<file path="src/rtl/alu_pkg.sv">
// Shared ALU op constants, RV32 opcode constants and the pure decode function
// used by alu_decode_stage.
package alu_pkg;

  typedef enum logic [2:0] {
    ALU_ADD  = 3'b000,
    ALU_SUB  = 3'b001,
    ALU_AND  = 3'b010,
    ALU_OR   = 3'b011,
    ALU_XOR  = 3'b100,
    ALU_SLT  = 3'b101,
    ALU_SLTU = 3'b110
  } alu_op_e;

  localparam logic [6:0] OPC_OP    = 7'b0110011;
  localparam logic [6:0] OPC_OPIMM = 7'b0010011;
  localparam logic [6:0] OPC_LUI   = 7'b0110111;

  typedef struct packed {
    logic        illegal;
    alu_op_e     alu_op;
    logic        use_imm;
    logic [31:0] imm;
    logic [4:0]  rs1;
    logic [4:0]  rs2;
    logic [4:0]  rd;
  } dec_t;

  localparam int DEC_W = $bits(dec_t);

  function automatic dec_t alu_decode(input logic [31:0] instr);
    dec_t       d;
    logic [6:0] opc;
    logic [2:0] f3;
    logic [6:0] f7;
    opc       = instr[6:0];
    f3        = instr[14:12];
    f7        = instr[31:25];
    d.illegal = 1'b0;
    d.alu_op  = ALU_ADD;
    d.use_imm = 1'b0;
    d.imm     = 32'h0000_0000;
    d.rs1     = instr[19:15];
    d.rs2     = 5'd0;
    d.rd      = instr[11:7];
    case (opc)
      OPC_OP: begin
        d.rs2 = instr[24:20];
        case (f3)
          3'b000:  d.alu_op = (f7 == 7'b0100000) ? ALU_SUB : ALU_ADD;
          3'b111:  d.alu_op = ALU_AND;
          3'b110:  d.alu_op = ALU_OR;
          3'b100:  d.alu_op = ALU_XOR;
          3'b010:  d.alu_op = ALU_SLT;
          3'b011:  d.alu_op = ALU_SLTU;
          default: d.illegal = 1'b1;
        endcase
        // only ADD/SUB may carry a non-zero funct7, and only 0100000
        if ((f7 != 7'b0000000) && !((f3 == 3'b000) && (f7 == 7'b0100000))) begin
          d.illegal = 1'b1;
        end
      end
      OPC_OPIMM: begin
        d.use_imm = 1'b1;
        d.imm     = {{20{instr[31]}}, instr[31:20]};
        case (f3)
          3'b000:  d.alu_op = ALU_ADD;
          3'b111:  d.alu_op = ALU_AND;
          3'b110:  d.alu_op = ALU_OR;
          3'b100:  d.alu_op = ALU_XOR;
          3'b010:  d.alu_op = ALU_SLT;
          3'b011:  d.alu_op = ALU_SLTU;
          default: d.illegal = 1'b1;
        endcase
      end
      OPC_LUI: begin
        d.rs1     = 5'd0;
        d.use_imm = 1'b1;
        d.imm     = {instr[31:12], 12'h000};
      end
      default: d.illegal = 1'b1;
    endcase
    if (d.illegal) begin
      d.alu_op  = ALU_ADD;
      d.rd      = 5'd0;
      d.imm     = 32'h0000_0000;
      d.use_imm = 1'b0;
    end
    return d;
  endfunction

endpackage

</file>
<file path="src/rtl/alu_dec_skid.sv">
// Two-register elastic stage (output register plus one skid entry); in_ready
// depends only on the skid state, flush and reset, never on out_ready.
module alu_dec_skid #(
  parameter int W = 8
) (
  input  logic         clk,
  input  logic         rst_n,
  input  logic         flush,
  input  logic         in_valid,
  output logic         in_ready,
  input  logic [W-1:0] in_data,
  output logic         out_valid,
  input  logic         out_ready,
  output logic [W-1:0] out_data
);

  logic         r_out_v;
  logic         r_skid_v;
  logic [W-1:0] r_out_d;
  logic [W-1:0] r_skid_d;
  logic         w_in_fire;
  logic         w_out_fire;

  assign in_ready   = rst_n && !flush && !r_skid_v;
  assign w_in_fire  = in_valid && in_ready;
  assign w_out_fire = r_out_v && out_ready;
  assign out_valid  = r_out_v;
  assign out_data   = r_out_d;

  // Output register refills from the skid entry first so beat order is kept.
  always_ff @(posedge clk or negedge rst_n) begin
    if (!rst_n) begin
      r_out_v  <= 1'b0;
      r_skid_v <= 1'b0;
      r_out_d  <= {W{1'b0}};
      r_skid_d <= {W{1'b0}};
    end else if (flush) begin
      r_out_v  <= 1'b0;
      r_skid_v <= 1'b0;
    end else if (!r_out_v || w_out_fire) begin
      if (r_skid_v) begin
        r_out_v  <= 1'b1;
        r_out_d  <= r_skid_d;
        r_skid_v <= 1'b0;
      end else if (w_in_fire) begin
        r_out_v <= 1'b1;
        r_out_d <= in_data;
      end else begin
        r_out_v <= 1'b0;
      end
    end else if (w_in_fire) begin
      r_skid_v <= 1'b1;
      r_skid_d <= in_data;
    end
  end

endmodule

</file>
<file path="src/rtl/alu_decode_stage.sv">
// RV32 ALU decode pipeline stage with valid/ready handshake on both sides.
// Define ALU_DEC_SKID_EN to add a skid entry and make in_ready registered.
module alu_decode_stage
  import alu_pkg::*;
#(
  parameter int PC_W = 32
) (
  input  logic            clk,
  input  logic            rst_n,
  input  logic            in_valid,
  output logic            in_ready,
  input  logic [31:0]     in_instr,
  input  logic [PC_W-1:0] in_pc,
  input  logic            flush,
  output logic            out_valid,
  input  logic            out_ready,
  output logic [2:0]      out_alu_op,
  output logic            out_use_imm,
  output logic [31:0]     out_imm,
  output logic [4:0]      out_rs1,
  output logic [4:0]      out_rs2,
  output logic [4:0]      out_rd,
  output logic [PC_W-1:0] out_pc,
  output logic            out_illegal
);

  localparam int PAY_W = DEC_W + PC_W;

  dec_t             w_dec_in;
  dec_t             w_dec_out;
  logic [PAY_W-1:0] w_pay_in;
  logic [PAY_W-1:0] w_pay_out;
  logic             w_out_valid;

  assign w_dec_in = alu_decode(in_instr);
  assign w_pay_in = {w_dec_in, in_pc};

`ifdef ALU_DEC_SKID_EN
  alu_dec_skid #(.W(PAY_W)) u_skid (
    .clk       (clk),
    .rst_n     (rst_n),
    .flush     (flush),
    .in_valid  (in_valid),
    .in_ready  (in_ready),
    .in_data   (w_pay_in),
    .out_valid (w_out_valid),
    .out_ready (out_ready),
    .out_data  (w_pay_out)
  );
`else
  logic             r_valid;
  logic [PAY_W-1:0] r_pay;
  logic             w_in_fire;

  assign in_ready  = rst_n && !flush && (!r_valid || out_ready);
  assign w_in_fire = in_valid && in_ready;

  // Single output register; a new beat replaces a departing one without a bubble.
  always_ff @(posedge clk or negedge rst_n) begin
    if (!rst_n) begin
      r_valid <= 1'b0;
      r_pay   <= {PAY_W{1'b0}};
    end else if (flush) begin
      r_valid <= 1'b0;
    end else if (w_in_fire) begin
      r_valid <= 1'b1;
      r_pay   <= w_pay_in;
    end else if (out_ready) begin
      r_valid <= 1'b0;
    end
  end

  assign w_out_valid = r_valid;
  assign w_pay_out   = r_pay;
`endif

  assign w_dec_out   = dec_t'(w_pay_out[PAY_W-1:PC_W]);
  assign out_valid   = w_out_valid;
  assign out_pc      = w_pay_out[PC_W-1:0];
  assign out_alu_op  = w_dec_out.alu_op;
  assign out_use_imm = w_dec_out.use_imm;
  assign out_imm     = w_dec_out.imm;
  assign out_rs1     = w_dec_out.rs1;
  assign out_rs2     = w_dec_out.rs2;
  assign out_rd      = w_dec_out.rd;
  assign out_illegal = w_dec_out.illegal;

endmodule

</file>
<file path="config.mk">
export PLATFORM = sky130hd
export DESIGN_NAME = alu_decode_stage
export DESIGN_NICKNAME = d
export VERILOG_FILES = /design/src/rtl/alu_pkg.sv /design/src/rtl/alu_dec_skid.sv /design/src/rtl/alu_decode_stage.sv
export SDC_FILE = /design/constraint.sdc
export NUM_CORES = 1
export LEC_CHECK = 0
export BUFFER_PORTS_ARGS = -buffer_cell sky130_fd_sc_hd__buf_2
export CAP_MARGIN = 15
export CORE_ASPECT_RATIO = 0.8
export CORE_MARGIN = 1.5
export CORE_UTILIZATION = 42
export CTS_CLUSTER_SIZE = 40
export DETAILED_ROUTE_END_ITERATION = 16
export PLACE_DENSITY = 0.86
export SETUP_SLACK_MARGIN = 0.5
export SYNTH_ARGS = -nofsm -noshare
export SYNTH_HDL_FRONTEND = slang
export SYNTH_SLANG_ARGS = --single-unit
</file>
<file path="constraint.sdc">
create_clock -name clk -period 1.35 [get_ports clk]
set_input_delay 0.0675 -clock clk [delete_from_list [all_inputs] [get_ports clk]]
set_output_delay 0.0675 -clock clk [all_outputs]
set_load 0.005 [all_outputs]
</file>
== Word level (Yosys, flattened, before mapping) ==
Cells that the tools add are included.

* Flip-flop bits (word level): 85
* Bits of input ports: 69
* Output and inout bits: 86

* Eq/ne operators: 9
* Muxes and demuxes: 15
* Bitwise gates (word level): 1
* Reduce and logical (&&, ||, !) cells: 14

{| class="wikitable"
|+ Operators by type and width
! kind !! count
|-
| one-hot mux 33 bit (2 select lines) || 1
|-
| two-way mux 36 bit || 1
|-
| equality test 7 x 6 -> 1 bit (second input constant) || 3
|-
| one-hot mux 3 bit (6 select lines) || 1
|-
| two-way mux 5 bit || 3
|-
| one-hot mux 3 bit (5 select lines) || 1
|-
| equality test 3 bit (second input constant) || 3
|-
| equality test 7 x 5 -> 1 bit (second input constant) || 1
|-
| nonzero test 7 bit || 1
|-
| equality test 3 x 2 -> 1 bit (second input constant) || 2
|-
| two-way mux 1 bit || 6
|-
| one-hot mux 3 bit (2 select lines) || 1
|-
| OR reduction 6 bit || 1
|-
| logical AND 1 bit || 5
|-
| logical NOT 1 bit || 3
|-
| logical NOT 3 bit || 1
|-
| one-hot mux 1 bit (3 select lines) || 1
|-
| nonzero test 3 bit || 1
|-
| AND reduction 2 bit || 1
|-
| logical OR 1 bit || 1
|-
| inverter 1 bit || 1
|}

== Logic depth before layout (Yosys ltp) ==
Gate-level depths: netlist of the first run.

* Depth in word-level cells: 7
* Gate-level depth with buffers: 7

== Worst setup path after synthesis of the first run ==
OpenSTA, ideal clock, no wires.

* Path type: flip-flop to flip-flop
* Start point: reg r_valid, in the netlist out_valid
* End point: reg r_pay[81]
* Arrival time: 1.383 ns
* Slack: -0.154 ns
* Stages on the path, launching flop included: 7
* Period minus slack after synthesis: 1.504 ns
* Cell sequence: dfrtp_1 > nand2b_1 > nand4b_1 > buf_2 > buf_2 > buf_2 > a22o_1

* Word-level cells in the longest chain between the ends: 5

{| class="wikitable"
|+ Ends and longest elaborated chain
! what !! RTL line !! RTL
|-
| start: declaration || alu_decode_stage.sv:51 || <nowiki>logic r_valid;</nowiki>
|-
| start signal: assignment || alu_decode_stage.sv:61 || <nowiki>r_valid <= 1'b0;</nowiki>
|-
| start signal: assignment || alu_decode_stage.sv:64 || <nowiki>r_valid <= 1'b0;</nowiki>
|-
| start signal: assignment || alu_decode_stage.sv:66 || <nowiki>r_valid <= 1'b1;</nowiki>
|-
| logical NOT 1 bit || alu_decode_stage.sv:55 || <nowiki>assign in_ready = rst_n && !flush && (!r_valid || out_ready);</nowiki>
|-
| logical OR 1 bit || alu_decode_stage.sv:55 ||
|-
| logical AND 1 bit || alu_decode_stage.sv:55 ||
|-
| logical AND 1 bit || alu_decode_stage.sv:56 || <nowiki>assign w_in_fire = in_valid && in_ready;</nowiki>
|-
| AND reduction 2 bit (no source line) || - ||
|-
| end signal: assignment || alu_decode_stage.sv:62 || <nowiki>r_pay <= {PAY_W{1'b0}};</nowiki>
|-
| end signal: assignment || alu_decode_stage.sv:67 || <nowiki>r_pay <= w_pay_in;</nowiki>
|-
| end: declaration || alu_decode_stage.sv:52 || <nowiki>logic [PAY_W-1:0] r_pay;</nowiki>
|}

Every way passes these cells.
A chain may end at the register's enable or synchronous reset.

== Final worst setup path of the first run ==
* Start point: reg r_valid, in the netlist out_valid
* End point: reg r_pay[70]

The elaborated chain is that of the path after synthesis.

==> results_dict.tcl, run 1 <==
set metrics [dict create \
    post-route-worst-setup-slack_ps -135 \
    grt_pass1_vias 3449 \
    netlist.area_leader.share_pct 63.2 \
    detailroute.via_count 3433 \
    worst-r2r-cell-count 6 \
    post_cts_hold_buffer_count 49 \
    netlist_top_cells_area "sky130_fd_sc_hd__dfrtp_1, sky130_fd_sc_hd__mux2_2, sky130_fd_sc_hd__a22o_1" \
    hold_violations 31 \
    worst-endpoint-arrival_ps 1790 \
    synth_cell_types 32 \
    rr_endpoint "r_pay[70]$_DFFE_PN0P_" \
    coreArea_sq_mm 0.00757 \
    timing.slew.headroom_pct 62.7 \
    final_max_slew_viol_count 0 \
    cp-end-kind "register" \
    drtIter0Drc 200 \
    synth.ff_latch_count 85 \
    synthToLayoutAreaGrowth_pct 74.2 \
    clock_latency_ps 370 \
    yosysTopAreaCell "sky130_fd_sc_hd__dfrtp_1" \
    clock_path_buffers 2 \
    clock_sinks 85 \
    grt_antenna_before_repair 0 \
    drc_errors 0 \
    power_density_mw_per_mm2 1030 \
    design.final.nets 598 \
    clock_skew_ps 15.6 \
    syn_nets 310 \
    final_cell_count_no_fill 639 \
    count_of_pins_on_the_block_boundary 155 \
    placedCellCount 518 \
    failed_checks "negative hold slack, negative setup slack" \
    clk_transition_reported_paths_ps 100 \
    crit_chain "nand2b_1, nand4b_1, buf_6, nor4_4, buf_4, a221o_1" \
    grt_setup_unrepaired "true" \
    grt_first_pass_wirelength_microns 17400 \
    dp_hpwl_microns 6610 \
    startpoint_type "register" \
    total_leakage_power_nw 3.09 \
    fillCellCount 434 \
    tritoncts_clock_tree "yes" \
    routabilityCongestion 0.838 \
    worstMarginPinSlew_ps 559 \
    syn_inst 241 \
    worstHoldPathType "in2async" \
    met3WireLength_microns 1080 \
    drt_pre_antenna_iters 6 \
    ir_worst_vdd_v 0.000700 \
    mappedNetlistArea_sq_mm 0.00337 \
    critical_path.max_stage_delay_ps 380 \
    insertedDiodeCount 0 \
    dp_slack_ps -306 \
    layout-drive-gt1-share_pct 59.7 \
    tritoncts.num_buffers 9 \
    timing.critical_path.fanout_max 7 \
    critPathKind "reg2reg" \
    reg_to_reg_start "out_valid$_DFFE_PN0P_" \
    cp_slowest_cell "sky130_fd_sc_hd__dfrtp_1" \
    chipHeight_microns 83.1 \
    maxClockFrequency_mhz 673 \
    regToRegSetupSlack_ps -140 \
    wl_met2_microns 6300 \
    cts.root.buffer_cell "sky130_fd_sc_hd__clkbuf_8" \
    wirelength_met1_microns 4550 \
    grt.total_usage_pct 26.4 \
    yosysSeqAreaShare_pct 63.2 \
    synth_warnings 0 \
    run_status "complete, but fails checks" \
    setup_viol 79 \
    route.antenna.remaining_nets 0 \
    worst_hold_slack_ps -264 \
    vias_per_cell 5.37 \
    cp.required_ps 1650 \
    die_w_microns 103 \
    highest-signal-layer "met4" \
    floorplan_die_area_sq_mm 0.00857 \
    start_util_pct 44.5 \
    grt_start_max_net_pins 86 \
    fin_crit_sh_pct 110 \
    buffer_ports.inserted 154 \
    routedWlPerCell_microns 19.3 \
    cap_viol_max_count 0 \
    postRouteWirelength_microns 12400 \
    rows 28 \
    htreeDepth 3 \
    timing.critical_path.from "out_valid$_DFFE_PN0P_" \
    period_needed_ps 1490 \
    grt_overflow_total 0 \
    post_synth.cell_area_avg_sq_um 14.0 \
]
layout by cell type, fill, tap and decap left out, types with 2 or more instances in the layout:
cell type,synthesis,layout
sky130_fd_sc_hd__nand2_1,11,3
sky130_fd_sc_hd__mux2_2,33,33
sky130_fd_sc_hd__buf_16,0,2
sky130_fd_sc_hd__inv_8,0,2
sky130_fd_sc_hd__a22o_1,25,25
sky130_fd_sc_hd__nand2b_1,2,2
sky130_fd_sc_hd__a32o_1,5,5
sky130_fd_sc_hd__nor2_1,5,4
sky130_fd_sc_hd__buf_2,13,153
sky130_fd_sc_hd__o31ai_2,0,7
sky130_fd_sc_hd__buf_4,0,72
sky130_fd_sc_hd__clkbuf_8,0,9
sky130_fd_sc_hd__nand2_4,0,6
sky130_fd_sc_hd__nor4_4,1,3
sky130_fd_sc_hd__dfrtp_1,85,85
sky130_fd_sc_hd__a221o_1,11,11
sky130_fd_sc_hd__nor3_1,4,2
sky130_fd_sc_hd__dlygate4sd3_1,0,49
sky130_fd_sc_hd__buf_12,0,4
sky130_fd_sc_hd__nor3_4,0,2
sky130_fd_sc_hd__inv_1,3,3
sky130_fd_sc_hd__nand4b_1,2,2
sky130_fd_sc_hd__a21oi_1,13,12
sky130_fd_sc_hd__or3_1,2,2
sky130_fd_sc_hd__nand2_2,0,2
sky130_fd_sc_hd__buf_6,1,10
sky130_fd_sc_hd__buf_8,0,3
sky130_fd_sc_hd__inv_6,0,3
routing by layer:
| metal | track usage [%] | vias up |
|---|---|---|
| met2 | 46.9 | 215 |
| met4 | 7.99 | 0 |
| li1 | - | 1492 |
| met1 | 29.9 | 1687 |
| met5 | 0 | - |
| met3 | 8.50 | 39 |
metrics by stage:
| step | util [%] | instance area [sq um] | TNS, ps | power [mW] |
|---|---|---|---|---|
| floorplan | - | 3450 | -3030 | 3.29 |
| global placement | 59.3 | 4490 | -6160 | 3.75 |
| detailed placement | 59.3 | 4490 | -10010 | 3.81 |
| CTS | 74.7 | 5650 | -4750 | 5.96 |
| global route | 77.5 | 5870 | -13200 | 6.35 |
| finish | 77.5 | 5870 | -5370 | 6.06 |
report_power, final:
part	total, mW	switching [mW]	internal (mW)
combinational	1.21	0.500	0.707
sequential	2.91	0.134	2.78
clock	1.95	1.05	0.901
cell type report:
cell class | instances | area (sq um) | area share (%)
Clock buffer | 9 | 124 | 2.11
Clock inverter | 7 | 86.3 | 1.47
Inverter | 3 | 11.3 | 0.192
Multi-Input combinational cell | 137 | 1300 | 22.1
Sequential cell | 85 | 2130 | 36.3
Tap cell | 105 | 131 | 2.24
Timing Repair Buffer | 293 | 2090 | 35.6
cells in the mapped netlist:
cell type                  instances
sky130_fd_sc_hd__dfrtp_1          85
sky130_fd_sc_hd__mux2_2           33
sky130_fd_sc_hd__a22o_1           25
sky130_fd_sc_hd__a21oi_1          13
sky130_fd_sc_hd__buf_2            13
sky130_fd_sc_hd__a221o_1          11
sky130_fd_sc_hd__nand2_1          11
sky130_fd_sc_hd__o31ai_1           8
sky130_fd_sc_hd__a32o_1            5
sky130_fd_sc_hd__nor2_1            5
sky130_fd_sc_hd__nor3_1            4
sky130_fd_sc_hd__inv_1             3
sky130_fd_sc_hd__buf_1             2
sky130_fd_sc_hd__nand2b_1          2
sky130_fd_sc_hd__nand4b_1          2
sky130_fd_sc_hd__nor4_2            2
sky130_fd_sc_hd__or3_1             2
sky130_fd_sc_hd__a21o_1            1
sky130_fd_sc_hd__and2_0            1
sky130_fd_sc_hd__and3b_1           1
sky130_fd_sc_hd__buf_6             1
sky130_fd_sc_hd__nand3_1           1
sky130_fd_sc_hd__nor2b_1           1
sky130_fd_sc_hd__nor4_1            1
sky130_fd_sc_hd__nor4_4            1
sky130_fd_sc_hd__o211a_1           1
sky130_fd_sc_hd__o21a_1            1
sky130_fd_sc_hd__o21ai_0           1
sky130_fd_sc_hd__o21ai_2           1
sky130_fd_sc_hd__o32ai_1           1
sky130_fd_sc_hd__or3_4             1
sky130_fd_sc_hd__xor2_1            1
sequential cells by signal, indices dropped and copies added (netlist names):
name       count
out_valid      1
r_pay         84
cell families (layout without fill, tap and decap cells):
family / after synthesis / after routing / share of synthesized area [%]
DFF: 85 / 85 / 63.2
and+or+nand+nor: 35 / 35 / 6.32
muxes: 33 / 33 / 11.0
buffers and inverters: 19 / 312 / 2.82
xor gates and xnor gates: 1 / 1 / 0.260
AOI/OAI and AO/OA: 68 / 68 / 16.4
timing repair:
action	4_1_cts	5_1_grt
resized for setup	33	14
cloned	2	0
endpoints found under the setup margin	171	171
setup buffers	37	16
endpoints found under the hold margin	62	31
pin swaps	16	8
critical path: cells and delay by family, from the launching register on:
family / cells / cell delay, ps
DFF: 1 / 380
AOI/OAI and AO/OA: 1 / 140
and+or+nand+nor: 3 / 490
buffers and inverters: 2 / 420
worst max path at each step:
stage	endpoint	cells after the start
global placement	r_pay[72]$_DFFE_PN0P_	5
global route	r_pay[70]$_DFFE_PN0P_	6
floorplan	r_pay[81]$_DFFE_PN0P_	6
CTS	r_pay[67]$_DFFE_PN0P_	6
finish	r_pay[70]$_DFFE_PN0P_	6
detailed placement	r_pay[70]$_DFFE_PN0P_	5
No activity file was read; power rests on OpenSTA's default activity.
==> inputs of run 2 (changes only) <==
--- a/config.mk
+++ b/config.mk
@@ -7,12 +7,14 @@
 export LEC_CHECK = 0
 export BUFFER_PORTS_ARGS = -buffer_cell sky130_fd_sc_hd__buf_2
 export CAP_MARGIN = 15
+export CELL_PAD_IN_SITES_DETAIL_PLACEMENT = 0
+export CELL_PAD_IN_SITES_GLOBAL_PLACEMENT = 1
 export CORE_ASPECT_RATIO = 0.8
 export CORE_MARGIN = 1.5
-export CORE_UTILIZATION = 42
+export CORE_UTILIZATION = 36
 export CTS_CLUSTER_SIZE = 40
 export DETAILED_ROUTE_END_ITERATION = 16
-export PLACE_DENSITY = 0.86
+export PLACE_DENSITY = 0.9
 export SETUP_SLACK_MARGIN = 0.5
 export SYNTH_ARGS = -nofsm -noshare
 export SYNTH_HDL_FRONTEND = slang
==> constraint.sdc (replaced) <==
create_clock -name clk -period 1.55 [get_ports clk]
set_input_delay 0.0775 -clock clk [delete_from_list [all_inputs] [get_ports clk]]
set_output_delay 0.0775 -clock clk [all_outputs]
set_load 0.005 [all_outputs]
==> run 2 against run 1 <==
The run ends with negative hold slack left; sequential cell count unchanged; cell count decreased by 8.6%; total power decreased by 13%; clock skew decreased by 12 ps; largest cell class unchanged; largest power group unchanged; highest routed layer unchanged.
==> results_dict.tcl, run 2 (same netlist as run 1, synthesis figures left out) <==
set metrics [dict create \
    worstMarginPinSlew_ps 738 \
    cpLargestDelayFamily "buffers and inverters" \
    clock_path_buffers 2 \
    largest_register_ffs 84 \
    route.antenna.remaining_nets 0 \
    die_w_microns 111 \
    power.total_mw 5.26 \
    critical_path.max_stage_delay_ps 330 \
    reg_to_reg_start "out_valid$_DFFE_PN0P_" \
    power_density_mw_per_mm2 986 \
    insertedDiodeCount 0 \
    clock_skew_ps 3.10 \
    count_of_pins_on_the_block_boundary 155 \
    cp_slowest_cell "sky130_fd_sc_hd__dfrtp_1" \
    postRouteWirelength_microns 9510 \
    cts.root.buffer_cell "sky130_fd_sc_hd__clkbuf_16" \
    setup_total_negative_slack_ps 0 \
    final_cell_mix "sky130_fd_sc_hd__buf_2, sky130_fd_sc_hd__dfrtp_1, sky130_fd_sc_hd__dlygate4sd3_1" \
    dp_hpwl_microns 6480 \
    regToRegSetupSlack_ps 70 \
    routedWlPerCell_microns 16.3 \
    floorplan_die_area_sq_mm 0.00995 \
    grt_start_max_net_pins 62 \
    worst-endpoint-arrival_ps 1730 \
    critPathKind "reg2reg" \
    rows 31 \
    tritoncts_clock_tree "yes" \
    period_needed_ps 1480 \
    dominant_cell_type_by_count_on_the_critical_path "sky130_fd_sc_hd__buf_4" \
    maxClockFrequency_mhz 676 \
    cp-end-kind "register" \
    post_cts_hold_buffer_count 47 \
    fillCellCount 738 \
    cap_viol_max_count 0 \
    vias_per_cell 4.95 \
    worst_hold_slack_ps -28.6 \
    hold_violations 62 \
    design.final.nets 534 \
    run_status "complete, but fails checks" \
    clk_transition_reported_paths_ps 60 \
    chipHeight_microns 89.5 \
    worst-r2r-cell-count 9 \
    tritoncts.num_buffers 9 \
    grt.total_usage_pct 19.4 \
    total_leakage_power_nw 2.72 \
    crit_chain "nand2b_1, buf_4, buf_4, buf_4, buf_4, buf_4, buf_4, buf_4, o21ai_2" \
    htreeDepth 3 \
    rr_endpoint "out_valid$_DFFE_PN0P_" \
    drtIter0Drc 171 \
    worstHoldPathType "in2async" \
    timing.slew.headroom_pct 50.8 \
    layout-drive-gt1-share_pct 52.5 \
    grt_setup_unrepaired "true" \
    setup_viol 0 \
    clock_sinks 85 \
    ir_worst_vdd_v 0.000779 \
    largest_register "r_pay" \
    critical_path_buf_inv_count 7 \
    buffer_ports.inserted 154 \
    clock_latency_ps 330 \
    drc_errors 0 \
    start_util_pct 37.1 \
    timing.critical_path.fanout_max 2 \
    coreArea_sq_mm 0.00908 \
    failed_checks "negative hold slack" \
    grt_first_pass_wirelength_microns 14800 \
    final_max_slew_viol_count 0 \
    drt_pre_antenna_iters 4 \
    grt_antenna_before_repair 0 \
    startpoint_type "register" \
    grt_overflow_total 0 \
    detailroute.via_count 2892 \
    layout_commonest_cell "sky130_fd_sc_hd__buf_2" \
    cp.required_ps 1800 \
    routabilityCongestion 0.810 \
    fin_crit_sh_pct 95.5 \
    synthToLayoutAreaGrowth_pct 58.5 \
    grt_pass1_vias 2957 \
]
==> run 2: cell types whose count changed in the layout (fill, tap and decap cells not counted), sizes merged <==
cell,before,now
inv,8,3
buf,244,182
clkbuf,9,13
clkinv,0,2
dlygate4sd3,49,47
clkinvlp,1,0
bufinv,1,0
==> run 2: layout make-up <==
cell class	instances	area [sq um]	area share (%)
inverters	3	11.3	0.211
repair buffers	229	1520	28.4
multi-input cells	137	1280	23.9
flip-flops and latches	85	2130	39.9
clock buffers	13	250	4.69
clock inverters	2	10.0	0.188
well taps	115	144	2.70
==> run 2: routing by layer <==
layer  global-route usage (%)  vias to the layer above  routed length [microns]
li1                         -                     1362                        -
met1                     24.7                     1400                     4230
met2                     31.8                      117                     4470
met3                     6.44                       13                      633
met4                     7.02                        0                      177
met5                        0                        -                        0
==> run 2: worst max path at each step <==
stage	startpoint	endpoint	slack, ps	cells past startpoint
after floorplan	out_valid$_DFFE_PN0P_	r_pay[81]$_DFFE_PN0P_	140	6
after global placement	in_instr[25]	r_pay[81]$_DFFE_PN0P_	50	7
after detailed placement	out_valid$_DFFE_PN0P_	r_pay[67]$_DFFE_PN0P_	20	6
after CTS	out_valid$_DFFE_PN0P_	r_pay[75]$_DFFE_PN0P_	80	5
after global routing	out_valid$_DFFE_PN0P_	r_pay[49]$_DFFE_PN0P_	10	6
final	out_valid$_DFFE_PN0P_	out_valid$_DFFE_PN0P_	70	9
==> run 2: per-stage QoR <==
step	setup slack (ps)	cells	area, sq um	hold slack [ps]	util (%)
6_report	70.1	584	5340	-28.6	58.8
5_1_grt	14.7	584	5340	-34.5	58.8
4_1_cts	75.1	584	5270	-60.8	58.1
3_5_place_dp	22.3	513	4420	154	48.6
3_3_place_gp	50.0	513	4420	143	48.6
2_1_floorplan	144	241	3450	-218	-
==> run 2: report_power, final <==
part / total [mW] / internal, mW / switching [mW]
logic: 0.845 / 0.488 / 0.357
clock network: 1.90 / 1.12 / 0.781
registers: 2.52 / 2.42 / 0.0962
==> run 2: what timing repair did <==
item | 4_1_cts | 5_1_grt
pin swaps | 15 | 5
gates resized for setup | 12 | 10
setup endpoints to repair | 86 | 86
hold endpoints to repair | 76 | 1
setup buffers | 9 | 0
